### config.mk
export PLATFORM = sky130hd
export DESIGN_NAME = wdg_core_win
export DESIGN_NICKNAME = d
export VERILOG_FILES = /design/src/rtl/wdg_pkg.sv /design/src/rtl/wdg_prescaler.sv /design/src/rtl/wdg_core_win.sv
export SDC_FILE = /design/constraint.sdc
export NUM_CORES = 1
export LEC_CHECK = 0
export CAP_MARGIN = 10
export CORE_MARGIN = 1
export CORE_UTILIZATION = 27
export DETAILED_ROUTE_END_ITERATION = 10
export SYNTH_ARGS = -nofsm -noshare
export SYNTH_HDL_FRONTEND = slang
export SYNTH_SLANG_ARGS = --single-unit
### constraint.sdc
create_clock -name clk -period 2.59 [get_ports clk]
set_input_delay 0.518 -clock clk [delete_from_list [all_inputs] [get_ports clk]]
set_output_delay 0.518 -clock clk [all_outputs]
set_load 0.03 [all_outputs]
### src/rtl/wdg_pkg.sv
// -----------------------------------------------------------------------------
// wdg_pkg
// Shared definitions for the two-stage watchdog core.
//   STATE_W      : width of the FSM state encoding (2)
//   wdg_state_e  : IDLE=0, COUNT=1, S1=2, S2=3
//   st_running() : true in the states where the prescaler advances
// -----------------------------------------------------------------------------
package wdg_pkg;

  localparam int STATE_W = 2;

  typedef enum logic [STATE_W-1:0] {
    ST_IDLE  = 2'd0,
    ST_COUNT = 2'd1,
    ST_S1    = 2'd2,
    ST_S2    = 2'd3
  } wdg_state_e;

  function automatic logic st_running(input wdg_state_e s);
    return (s == ST_COUNT) || (s == ST_S1);
  endfunction

endpackage

### src/rtl/wdg_prescaler.sv
// -----------------------------------------------------------------------------
// wdg_prescaler
// Free-running TICK_BIT+1 bit tick prescaler for the watchdog core.
// Tick period is 2^(TICK_BIT+1) clk cycles.
//   clk  in  system clock
//   res  in  synchronous active-high reset
//   clr  in  restart the period (counter to 0 on the next edge)
//   run  in  advance the counter; counter holds when low
//   tick out one-cycle pulse while the counter sits at its last value
// -----------------------------------------------------------------------------
module wdg_prescaler #(
  parameter int TICK_BIT = 2
) (
  input  logic clk,
  input  logic res,
  input  logic clr,
  input  logic run,
  output logic tick
);

  localparam int PW = TICK_BIT + 1;

  logic [PW-1:0] presc_q;
  logic [PW-1:0] presc_d;

  always_comb begin
    presc_d = presc_q;
    if (clr) begin
      presc_d = '0;
    end else if (run) begin
      // Natural wrap from all-ones back to zero ends each period.
      presc_d = presc_q + 1'b1;
    end
  end

  always_ff @(posedge clk) begin
    if (res) begin
      presc_q <= '0;
    end else begin
      presc_q <= presc_d;
    end
  end

  assign tick = run && (presc_q == {PW{1'b1}});

endmodule

### src/rtl/wdg_core_win.sv
// -----------------------------------------------------------------------------
// wdg_core_win
// Two-stage watchdog core: countdown FSM, timeout counter and integrated tick
// prescaler, with optional windowed kick checking.
// Optional feature macro: WDG_WINDOW_EN (enables the early-kick window check;
// without it cfg_win is ignored and win_err is tied to 0).
//   clk         in   system clock
//   res         in   synchronous active-high reset
//   cfg_en      in   watchdog enable level
//   cfg_wtocnt  in   reload value in ticks (0 behaves as 1)
//   cfg_win     in   window bound; kick valid only while cnt <= cfg_win
//   kick        in   single-cycle service strobe
//   clr_s1      in   single-cycle clear of the stage-1 flag
//   clr_s2      in   single-cycle clear of the stage-2 flag
//   cnt         out  current count
//   state       out  FSM state (IDLE/COUNT/S1/S2)
//   win_err     out  sticky early-kick flag
//   irq1        out  stage-1 timeout flag
//   irq2        out  stage-2 timeout flag
// -----------------------------------------------------------------------------
module wdg_core_win
  import wdg_pkg::*;
#(
  parameter int CNT_WIDTH = 16,
  parameter int TICK_BIT  = 2
) (
  input  logic                 clk,
  input  logic                 res,
  input  logic                 cfg_en,
  input  logic [CNT_WIDTH-1:0] cfg_wtocnt,
  input  logic [CNT_WIDTH-1:0] cfg_win,
  input  logic                 kick,
  input  logic                 clr_s1,
  input  logic                 clr_s2,
  output logic [CNT_WIDTH-1:0] cnt,
  output logic [STATE_W-1:0]   state,
  output logic                 win_err,
  output logic                 irq1,
  output logic                 irq2
);

  localparam logic [CNT_WIDTH-1:0] CNT_ONE = {{(CNT_WIDTH-1){1'b0}}, 1'b1};

  wdg_state_e           state_q, state_d;
  logic [CNT_WIDTH-1:0] cnt_q, cnt_d;
  logic                 irq1_q, irq1_d;
  logic                 irq2_q, irq2_d;
  logic                 werr_q, werr_d;
  logic                 reload;
  logic                 tick;
  logic                 early;
  logic [CNT_WIDTH-1:0] rld_val;

  assign rld_val = (cfg_wtocnt == '0) ? CNT_ONE : cfg_wtocnt;

`ifdef WDG_WINDOW_EN
  assign early = cnt_q > cfg_win;
`else
  logic unused_win;
  assign early      = 1'b0;
  assign unused_win = ^{cfg_win, werr_d};
`endif

  // Every reload restarts the tick period; disabling parks the prescaler at 0.
  wdg_prescaler #(
    .TICK_BIT (TICK_BIT)
  ) u_presc (
    .clk  (clk),
    .res  (res),
    .clr  (!cfg_en || reload),
    .run  (cfg_en && st_running(state_q)),
    .tick (tick)
  );

  always_comb begin
    state_d = state_q;
    cnt_d   = cnt_q;
    irq1_d  = irq1_q;
    irq2_d  = irq2_q;
    werr_d  = werr_q;
    reload  = 1'b0;

    if (!cfg_en) begin
      state_d = ST_IDLE;
    end else begin
      case (state_q)
        ST_IDLE: begin
          // Re-enable resumes in the stage implied by the surviving flags,
          // taking same-cycle clears into account.
          reload = 1'b1;
          if (irq2_q && !clr_s2) begin
            state_d = ST_S2;
            cnt_d   = '0;
          end else if (irq1_q && !clr_s1) begin
            state_d = ST_S1;
            cnt_d   = rld_val;
          end else begin
            state_d = ST_COUNT;
            cnt_d   = rld_val;
          end
        end

        ST_COUNT: begin
          // A kick overrides a coincident expiry tick.
          if (kick) begin
            reload = 1'b1;
            cnt_d  = rld_val;
            if (early) begin
              werr_d  = 1'b1;
              irq1_d  = 1'b1;
              state_d = ST_S1;
            end
          end else if (tick) begin
            if (cnt_q > CNT_ONE) begin
              cnt_d = cnt_q - CNT_ONE;
            end else begin
              irq1_d  = 1'b1;
              reload  = 1'b1;
              cnt_d   = rld_val;
              state_d = ST_S1;
            end
          end
        end

        ST_S1: begin
          // Clearing stage 1 wins over a coincident stage-2 expiry.
          if (clr_s1) begin
            reload  = 1'b1;
            cnt_d   = rld_val;
            state_d = ST_COUNT;
          end else if (tick) begin
            if (cnt_q > CNT_ONE) begin
              cnt_d = cnt_q - CNT_ONE;
            end else begin
              irq2_d  = 1'b1;
              cnt_d   = '0;
              state_d = ST_S2;
            end
          end
        end

        ST_S2: begin
          if (clr_s2) begin
            reload  = 1'b1;
            cnt_d   = rld_val;
            irq1_d  = 1'b0;
            state_d = ST_COUNT;
          end
        end

        default: begin
          state_d = ST_IDLE;
        end
      endcase

      // Software clears take precedence over any flag set in the same cycle.
      if (clr_s1) begin
        irq1_d = 1'b0;
      end
      if (clr_s2) begin
        irq2_d = 1'b0;
      end
      if (clr_s1 || clr_s2) begin
        werr_d = 1'b0;
      end
    end
  end

  always_ff @(posedge clk) begin
    if (res) begin
      state_q <= ST_IDLE;
      cnt_q   <= '0;
      irq1_q  <= 1'b0;
      irq2_q  <= 1'b0;
    end else begin
      state_q <= state_d;
      cnt_q   <= cnt_d;
      irq1_q  <= irq1_d;
      irq2_q  <= irq2_d;
    end
  end

`ifdef WDG_WINDOW_EN
  always_ff @(posedge clk) begin
    if (res) begin
      werr_q <= 1'b0;
    end else begin
      werr_q <= werr_d;
    end
  end
`else
  assign werr_q = 1'b0;
`endif

  assign cnt     = cnt_q;
  assign state   = state_q;
  assign win_err = werr_q;
  assign irq1    = irq1_q;
  assign irq2    = irq2_q;

endmodule

==> metrics.md, run 1 <==
| Metric | Value |
|---|---|
| Hold Buf Count CTS | 0 |
| Met3 GRT Util | 1.49% |
| Crit path launch type | flop |
| Mapped cell area | 0.00162 mm^2 |
| HPWL after detailed placement | 3630 um |
| Least-Margin Pin Slew | 0.519 ns |
| Top-area cell type share of the netlist area | 28.4% |
| Required @ worst endpoint | 2.79 ns |
| Type of the worst setup path | reg -> reg |
| Multi-input logic area | 0.00108 mm^2 |
| Die Height | 79.5 um |
| Status | finished, final reports clean |
| DR pass1 iterations | 4 |
| Fill cell count | 557 |
| H-tree levels | 1 |
| Area contributors post-synth | dfxtp_1 (28%), a21oi_1 (6.2%), ha_1 (6.2%) |
| Pin count of the biggest net entering global routing | 21 |
| Post-Syn Instances | 197 |
| Post-synthesis sequential area ratio | 28.4% |
| Final Max Tran Viols | 0 |
| Worst-Skew Late Latency | 0.28 ns |
| Slew headroom | 65.1% |
| Count of different cell masters after synthesis | 45 |
| CP max FO | 6 |
| Clock power share | 22.3% |
| Tcrit/Tclk final | 95.3% |
| Via count | 1735 |
| Clock buffer depth | 2 |
| Total track usage | 15.4% |
| Switching Fraction | 36.3% |
| Min cycle time layout | 2.47 ns |
| Layout net count | 308 |
| Synth-to-layout area growth | 43.5% |
| Diodes inserted | 0 |
| Avg Inst Size Synth | 8.24 um^2 |
| Number of synthesis warnings | 0 |
| Cell Rows | 27 |
| I/O Pins | 59 |
| Cell with the most instances after synthesis | dfxtp_1 |
| FF+latch area | 460 um^2 |
| Initial core utilization | 28.8% |
| HP Class | reg -> reg |
| Combinational group share of total power | 40.1% |
| TritonCTS buffer count | 3 |
| Routed Antenna Nets | 0 |
| Global placer's final weighted congestion | 0.809 |
| Max Fclk | 0.405 GHz |
| Vias in the first global route | 1625 |
| GRT busiest layer | met2 |
| Max Clock Skew | 0.00387 ns |
| Worst Setup End Kind | flop |
| Predominant post-synthesis flop cell | dfxtp_1 |
| Hold_ws | 0.464 ns |
| Seq pwr share | 37.5% |
| M1 GR Usage | 21.7% |
| Ys async rst share | 0% |
| Cell-internal power | 680 uW |
| Remaining DRCs | 0 |
| Die Area | 0.00632 mm^2 |
| Crit path DAT | 2.67 ns |
| Overflow after GRT | 0 |
| DP Worst Slack | -0.0522 ns |
| Overall routed net length | 4710 um |
| Hold Vio Cnt, Final | 0 |
| Met2 Use GR | 24.2% |
| CTS Sinks | 23 |
| First-pass GRT wire length | 7670 um |
| Most common library cells after synthesis | dfxtp_1 (23), a21oi_1 (20), o21ai_0 (18) |
| Synth area leader | dfxtp_1 |
| CTS tree | built |
| WL/cell | 14.1 um |
| Die W | 79.5 um |
| Synth Register Bits | 23 |
| Worst VDD drop | 0.202 mV |
| Reg-to-reg slack, setup | 0.12 ns |
| Post-synth EDFFs | 0 |
| Routed vias/inst | 5.21 |
| I/O Buffers | 41 |
| Max Cap Violations | 0 |
| Initial antenna violation count | 0 |
| Final core utilization | 41.3% |
| Setup ws final | 0.121 ns |
| Switching component of the power | 387 uW |
| Leakage | 0.000887 uW |
| Root Buffer | clkbuf_8 |
| Clock-pin slew on the worst setup and hold paths | 0.09 ns |
| Final setup fails | 0 |
| Layout cells sized above 1 | 18.8% |
| Final Power | 1070 uW |
| Syn Nets | 243 |
| Power per cell area | 458 mW/mm^2 |
| Initial drt markers | 69 |
| RSZ-0062 raised after global routing | false |
| Core box area | 0.00564 mm^2 |
per-layer routing:
| layer | share of wire (%) | wire length [um] |
|---|---|---|
| met1 | 50 | 2350 |
| met2 | 45 | 2110 |
| met3 | 3.7 | 173 |
| met4 | 1.6 | 76 |
| met5 | 0 | 0 |
cells by family (layout without fill, tap and decap cells):
family / after synthesis / in the layout / synth area share, %
DFF: 23 / 23 / 28.4
AOI/OAI and AO/OA: 71 / 71 / 33.4
xor gates and xnor gates: 3 / 3 / 1.62
other: 1 / 1 / 0.231
buffers and inverters: 18 / 82 / 5.78
adders and majority gates: 8 / 8 / 6.17
and+or+nand+nor: 73 / 73 / 24.4
area by class of cell:
class,count,share of cell area [%]
inverters,10,1.61
clock buffers,3,1.77
well taps,72,3.87
repair buffers,68,26.3
flip-flops and latches,23,19.8
clock inverters,1,0.215
multi-input cells,156,46.4
worst max-delay path, stage by stage, from the launching register on:
cell	delay, ns
dfxtp_1	0.32
or4_4	0.53
or3_4	0.39
buf_4	0.17
nor3_1	0.25
or4b_1	0.51
a221oi_2	0.22
stage by stage:
| step | area [um^2] | cells | TNS (ns) |
|---|---|---|---|
| CTS | 2300 | 331 | 0 |
| detailed placement | 2250 | 327 | -0.0522 |
| global route | 2330 | 333 | 0 |
| finish | 2330 | 333 | 0 |
| floorplan | 1620 | 197 | 0 |
| global placement | 2250 | 327 | -0.0467 |
sequential cells by signal, summed over array words and instances, names as in the netlist:
name	flops
cnt	16
state	2
irq2	1
irq1	1
u_presc.presc_q	3
repair_timing:
action                                  4_1_cts  5_1_grt
hold endpoints to repair                      0        0
resized for setup                             0        3
endpoints found under the setup margin        0        2
buffers inserted                              0        2
power by group through the flow:
stage	combinational (uW)	sequential [uW]	clock [uW]
floorplan	204	454	0
global placement	413	408	0
detailed placement	415	408	0
CTS	417	400	246
global route	464	405	260
finish	428	400	238
cells in the final DEF (no fill, tap or decap), drive strengths merged, types with 3 or more instances in the layout:
master          n
clkdlybuf4s50  41
buf            27
dfxtp          23
a21oi          20
o21ai          18
nand2          13
nor2           12
inv            10
nor3            9
ha              8
nand3           7
o221ai          6
or3             6
nor4            5
or2             4
nand2b          4
nor2b           4
o311ai          4
a211oi          4
nor3b           3
a211o           3
clkbuf          3
o211ai          3
worst paths after layout:
| path | from | endpoint | cells past startpoint |
|---|---|---|---|
| hold reg to reg | u_presc.presc_q[2] | u_presc.presc_q[2] | 2 |
| hold / removal | u_presc.presc_q[2] | u_presc.presc_q[2] | 2 |
| setup reg to reg | cnt[11] | irq1 | 6 |
| setup / recovery | cnt[11] | irq1 | 6 |
Note: power is estimated with default switching activity, not from simulation.
==> run 2, diff against run 1 <==
- ABC_CLOCK_PERIOD_IN_PS: not set -> 2600
- GPL_ROUTABILITY_DRIVEN: not set -> 0
- clock period: 2.59 -> 2.6 ns (I/O delays scaled with it)
==> metrics.md, run 2 (same netlist as run 1, synthesis figures left out) <==
| Metric | Value |
|---|---|
| Fill cell count | 571 (+2.5%) |
| Least-Margin Pin Slew | 0.543 ns (+0.0234 ns) |
| Initial core utilization | 28.8% (unchanged) |
| First-pass GRT wire length | 7860 um (+2.4%) |
| Power per cell area | 458 mW/mm^2 (about the same) |
| Layout cells sized above 1 | 17.8% (-0.94 points) |
| Type of the worst setup path | reg -> reg |
| HP Class | reg -> reg |
| RSZ-0062 raised after global routing | false |
| Tcrit/Tclk final | 94.7% (-0.62 points) |
| Routed vias/inst | 5.28 (+1.3%) |
| Max Clock Skew | 0.00474 ns (+0.000865 ns) |
| I/O Buffers | 41 (unchanged) |
| Core box area | 0.00564 mm^2 (unchanged) |
| Total negative slack | 0 ns (unchanged) |
| Clock buffer depth | 2 (unchanged) |
| Die Height | 79.5 um (unchanged) |
| RR Startpoint | cnt[11] |
| Required @ worst endpoint | 2.81 ns (+0.02 ns) |
| Most frequent cells in the layout | clkdlybuf4s50_1 (41), buf_4 (24), dfxtp_1 (23) |
| I/O Pins | 59 (unchanged) |
| Setup crit end | state[0] |
| Crit path DAT | 2.67 ns (about the same) |
| Status | finished, final reports clean |
| Max Fclk | 0.406 GHz (+0.27%) |
| Final setup fails | 0 (unchanged) |
| CTS tree | built |
| Hold_ws | 0.465 ns (+0.00129 ns) |
| Max reg flops | 16 (unchanged) |
| Crit path launch type | flop |
| Post-CTS Resized | 0 (unchanged) |
| TritonCTS buffer count | 3 (unchanged) |
| Overall routed net length | 4790 um (+1.7%) |
| Post-CTS setup buffers | 0 (unchanged) |
| Via count | 1741 (+0.35%) |
| Hold depth | 2 (unchanged) |
| CP max FO | 6 (unchanged) |
| Crit path from | cnt[11] |
| Worst VDD drop | 0.242 mV (+20%) |
| WL/cell | 14.5 um (+2.6%) |
| Hold Buf Count CTS | 0 (unchanged) |
| Die Area | 0.00632 mm^2 (unchanged) |
| Worst-Skew Late Latency | 0.27 ns (about the same) |
| CP peak stage delay | 0.55 ns (+0.02 ns) |
| Slew headroom | 63.5% (-1.6 points) |
| HPWL after detailed placement | 3670 um (+1.0%) |
| Final core utilization | 40.9% (-0.38 points) |
| Hold Vio Cnt, Final | 0 (unchanged) |
| Initial antenna violation count | 0 (unchanged) |
| CTS Sinks | 23 (unchanged) |
| Leakage | 0.000871 uW (-1.8%) |
| Worst Setup End Kind | flop |
| Diodes inserted | 0 (unchanged) |
| DR pass1 iterations | 4 (unchanged) |
| Final Power | 1060 uW (-0.86%) |
| Largest reg by FF count | cnt |
| Clock-pin slew on the worst setup and hold paths | 0.10 ns (about the same) |
| Vias in the first global route | 1620 (-0.31%) |
| Initial drt markers | 89 (+29%) |
| Min cycle time layout | 2.46 ns (-0.00667 ns) |
| Routed Antenna Nets | 0 (unchanged) |
| Reg-to-reg slack, setup | 0.14 ns (+0.02 ns) |
| Overflow after GRT | 0 (unchanged) |
| Layout net count | 305 (-0.97%) |
| Worst flop-to-flop path endpoint | state[0] |
| Pin count of the biggest net entering global routing | 21 (unchanged) |
| Setup ws final | 0.137 ns (+0.0167 ns) |
| Cell Rows | 27 (unchanged) |
| Max Cap Violations | 0 (unchanged) |
| Total track usage | 15.8% (+0.33 points) |
| Remaining DRCs | 0 (unchanged) |
| Cells along the critical path | or4_1, or3_4, buf_4, a2111oi_4, o21bai_2, or3_1, a21oi_1 |
| R2R cell count | 7 (+1) |
| Final Max Tran Viols | 0 (unchanged) |
| DP Worst Slack | -0.0508 ns (+0.00131 ns) |
| Root Buffer | clkbuf_8 |
| Synth-to-layout area growth | 42.2% |
| Crit-path slowest cell | or4_1 |
| Commonest non-fill, non-tap cell in the layout | clkdlybuf4s50_1 |
| H-tree levels | 1 (unchanged) |
| Die W | 79.5 um (unchanged) |
[run 2: cell count changes in the layout (fill, tap and decap cells not counted), sizes merged]
cell  delta
buf      -3
[run 2: worst min path at each step]
stage	from	end	slack, ns
final	u_presc.presc_q[1]	u_presc.presc_q[1]	0.47
after global routing	u_presc.presc_q[2]	u_presc.presc_q[2]	0.48
after CTS	u_presc.presc_q[1]	u_presc.presc_q[1]	0.47
after detailed placement	u_presc.presc_q[1]	u_presc.presc_q[1]	0.45
after global placement	u_presc.presc_q[1]	u_presc.presc_q[1]	0.45
after floorplan	u_presc.presc_q[1]	u_presc.presc_q[1]	0.44
[run 2: worst max-delay path, delay by kind of cell (launching register included)]
kind / cells / cell delay [ns]
AO/OA/AOI/OAI: 3 / 0.58
buffers and inverters: 1 / 0.17
flip-flops: 1 / 0.32
AND/OR/NAND/NOR: 3 / 1.33
[run 2: area by class of cell]
cell class | instances | area, um^2 | area share, %
clock inverters | 1 | 5.00 | 0.217
flip-flops and latches | 23 | 460 | 20.0
multi-input cells | 156 | 1080 | 46.9
well taps | 72 | 90.1 | 3.90
clock buffers | 3 | 41.3 | 1.79
repair buffers | 65 | 591 | 25.6
inverters | 10 | 37.5 | 1.63
[run 2: metrics by stage]
step / instance area (um^2) / cells
after global routing: 2310 / 330
after detailed placement: 2250 / 326
after floorplan: 1620 / 197
after global placement: 2250 / 326
final: 2310 / 330
after CTS: 2290 / 330
[run 2: metal layers]
layer | vias to the layer above | GRT usage, % | part of all wire, %
met5 | - | 0 | 0
met4 | 0 | 4.36 | 0.71
met3 | 2 | 1.94 | 3.7
met2 | 42 | 24.9 | 46
met1 | 821 | 22.3 | 50
li1 | 876 | - | -
[run 2: where the power goes]
part	internal, uW	switching (uW)	total (uW)
combinational	185	234	419
clock	107	132	239
sequential	375	22.9	398
total	668	389	1060
==> run 3, diff against run 2 <==
- CORE_UTILIZATION: 27 -> 30
- GPL_ROUTABILITY_DRIVEN: 0 -> 1
- TNS_END_PERCENT: not set -> 50
==> metrics.md, run 3 (same netlist as run 1, synthesis figures left out) <==
| Metric | Value |
|---|---|
| Clock-pin slew on the worst setup and hold paths | 0.09 ns (about the same) |
| Initial core utilization | 31.4% (+2.6 points) |
| Total negative slack | 0 ns (unchanged) |
| Layout cells sized above 1 | 17.7% (-0.14 points) |
| Crit path DAT | 2.71 ns (+0.04 ns) |
| I/O Buffers | 41 (unchanged) |
| Fill cell count | 512 (-10%) |
| Leakage | 0.000880 uW (+1.1%) |
| Post-CTS setup buffers | 0 (unchanged) |
| FF+latch area | 460 um^2 (unchanged) |
| Pin count of the biggest net entering global routing | 21 (unchanged) |
| Initial drt markers | 95 (+6.7%) |
| Slew headroom | 61.0% (-2.5 points) |
| CTS Sinks | 23 (unchanged) |
| RSZ-0062 raised after global routing | false |
| Routed vias/inst | 5.28 (unchanged) |
| Max Fclk | 0.396 GHz (-2.4%) |
| Die Height | 75.6 um (-5.0%) |
| Min cycle time layout | 2.52 ns (+0.0602 ns) |
| DR pass1 iterations | 4 (unchanged) |
| Vias in the first global route | 1714 (+5.8%) |
| Final Max Tran Viols | 0 (unchanged) |
| WL/cell | 14.0 um (-3.8%) |
| Cell Rows | 26 (-3.7%) |
| Synth-to-layout area growth | 42.3% |
| TritonCTS buffer count | 3 (unchanged) |
| Area after DPL | 0.00226 mm^2 (+0.56%) |
| HPWL after detailed placement | 3650 um (-0.70%) |
| Via count | 1741 (unchanged) |
| Type of the worst setup path | reg -> reg |
| Diodes inserted | 0 (unchanged) |
| Hold depth | 2 (unchanged) |
| Power per cell area | 454 mW/mm^2 (-0.88%) |
| Post-route cell area | 0.00231 mm^2 (+0.11%) |
| Max reg flops | 16 (unchanged) |
| CTS tree | built |
| Multi-input logic area | 0.00107 mm^2 (-0.92%) |
| Commonest non-fill, non-tap cell in the layout | clkdlybuf4s50_1 |
| HP Class | reg -> reg |
| Global placer's final weighted congestion | 0.814 |
| CP max FO | 6 (unchanged) |
| Overflow after GRT | 0 (unchanged) |
| Total track usage | 17.7% (+1.9 points) |
| Routed Antenna Nets | 0 (unchanged) |
| Clock buffer depth | 2 (unchanged) |
| Worst-Skew Late Latency | 0.27 ns (about the same) |
| Max Clock Skew | 0.00148 ns (-0.00326 ns) |
| H-tree levels | 1 (unchanged) |
| Die Area | 0.00571 mm^2 (-9.7%) |
| Crit path launch type | flop |
| Remaining DRCs | 0 (unchanged) |
| Final setup fails | 0 (unchanged) |
| Most frequent cells in the layout | clkdlybuf4s50_1 (41), buf_4 (26), dfxtp_1 (23) |
| Initial antenna violation count | 0 (unchanged) |
| Max Cap Violations | 0 (unchanged) |
| Core box area | 0.00517 mm^2 (-8.3%) |
| R2R cell count | 6 (-1) |
| Worst Setup End Kind | flop |
| Largest reg by FF count | cnt |
| Overall routed net length | 4610 um (-3.8%) |
| Hold Vio Cnt, Final | 0 (unchanged) |
| Tcrit/Tclk final | 97.0% (+2.3 points) |
| Root Buffer | clkbuf_8 |
| Least-Margin Pin Slew | 0.580 ns (+0.0368 ns) |
| Die W | 75.6 um (-5.0%) |
| I/O Pins | 59 (unchanged) |
| Status | finished, final reports clean |
| Layout net count | 307 (+0.66%) |
| Required @ worst endpoint | 2.79 ns (-0.02 ns) |
| Worst VDD drop | 0.197 mV (-19%) |
| First-pass GRT wire length | 7690 um (-2.2%) |
## run 3: routing by layer
metal,vias up,track usage (%),wire [um]
met1,822,23.9,2280
met4,0,5.76,59
li1,869,-,-
met5,-,0,0
met2,45,29.7,2120
met3,5,1.85,154
## run 3: cell type report
cell class | instances | share of cell area, %
inverters | 10 | 1.63
repair buffers | 67 | 26.2
multi-input cells | 156 | 46.4
flip-flops and latches | 23 | 19.9
clock inverters | 1 | 0.217
well taps | 70 | 3.79
clock buffers | 3 | 1.79
## run 3: where the power goes
part | total (uW) | internal, uW | switching, uW
registers | 396 | 375 | 20.8
logic | 421 | 187 | 234
clock network | 232 | 107 | 124
total | 1050 | 669 | 379
## run 3: path summary, 6_finish.rpt
| path | slack, ns | start | end |
|---|---|---|---|
| worst max register to register | 0.08 | cnt[11] | irq1 |
| worst max-delay path | 0.08 | cnt[11] | irq1 |
| worst min-delay path | 0.47 | u_presc.presc_q[1] | u_presc.presc_q[1] |
| worst min register to register | 0.47 | u_presc.presc_q[1] | u_presc.presc_q[1] |
## run 3: stage by stage
| step | hold slack [ns] | utilization, % | std cells | total power [uW] | setup WS [ns] |
|---|---|---|---|---|---|
| CTS | 0.473 | 44.6 | 330 | 1050 | 0.101 |
| global route | 0.488 | 44.7 | 330 | 1110 | 0.00733 |
| finish | 0.468 | 44.7 | 330 | 1050 | 0.0772 |
| floorplan | 0.440 | - | 197 | 655 | 0.146 |
| detailed placement | 0.460 | 43.7 | 326 | 823 | -0.0112 |
| global placement | 0.449 | 43.7 | 326 | 819 | -0.0211 |
## run 3: what timing repair did
item                                    in CTS  in global routing
hold buffers                                 0                  0
endpoints found under the setup margin       0                  1
hold endpoints to repair                     0                  0
gates resized for setup                      0                  1
## run 3: critical path, stage by stage (launching register included)
cell and delay, ns:
dfxtp_1 0.31, or4_1 0.56, or3_1 0.41, buf_4 0.18, nor3_1 0.24, or4b_1 0.52
a221oi_2 0.22
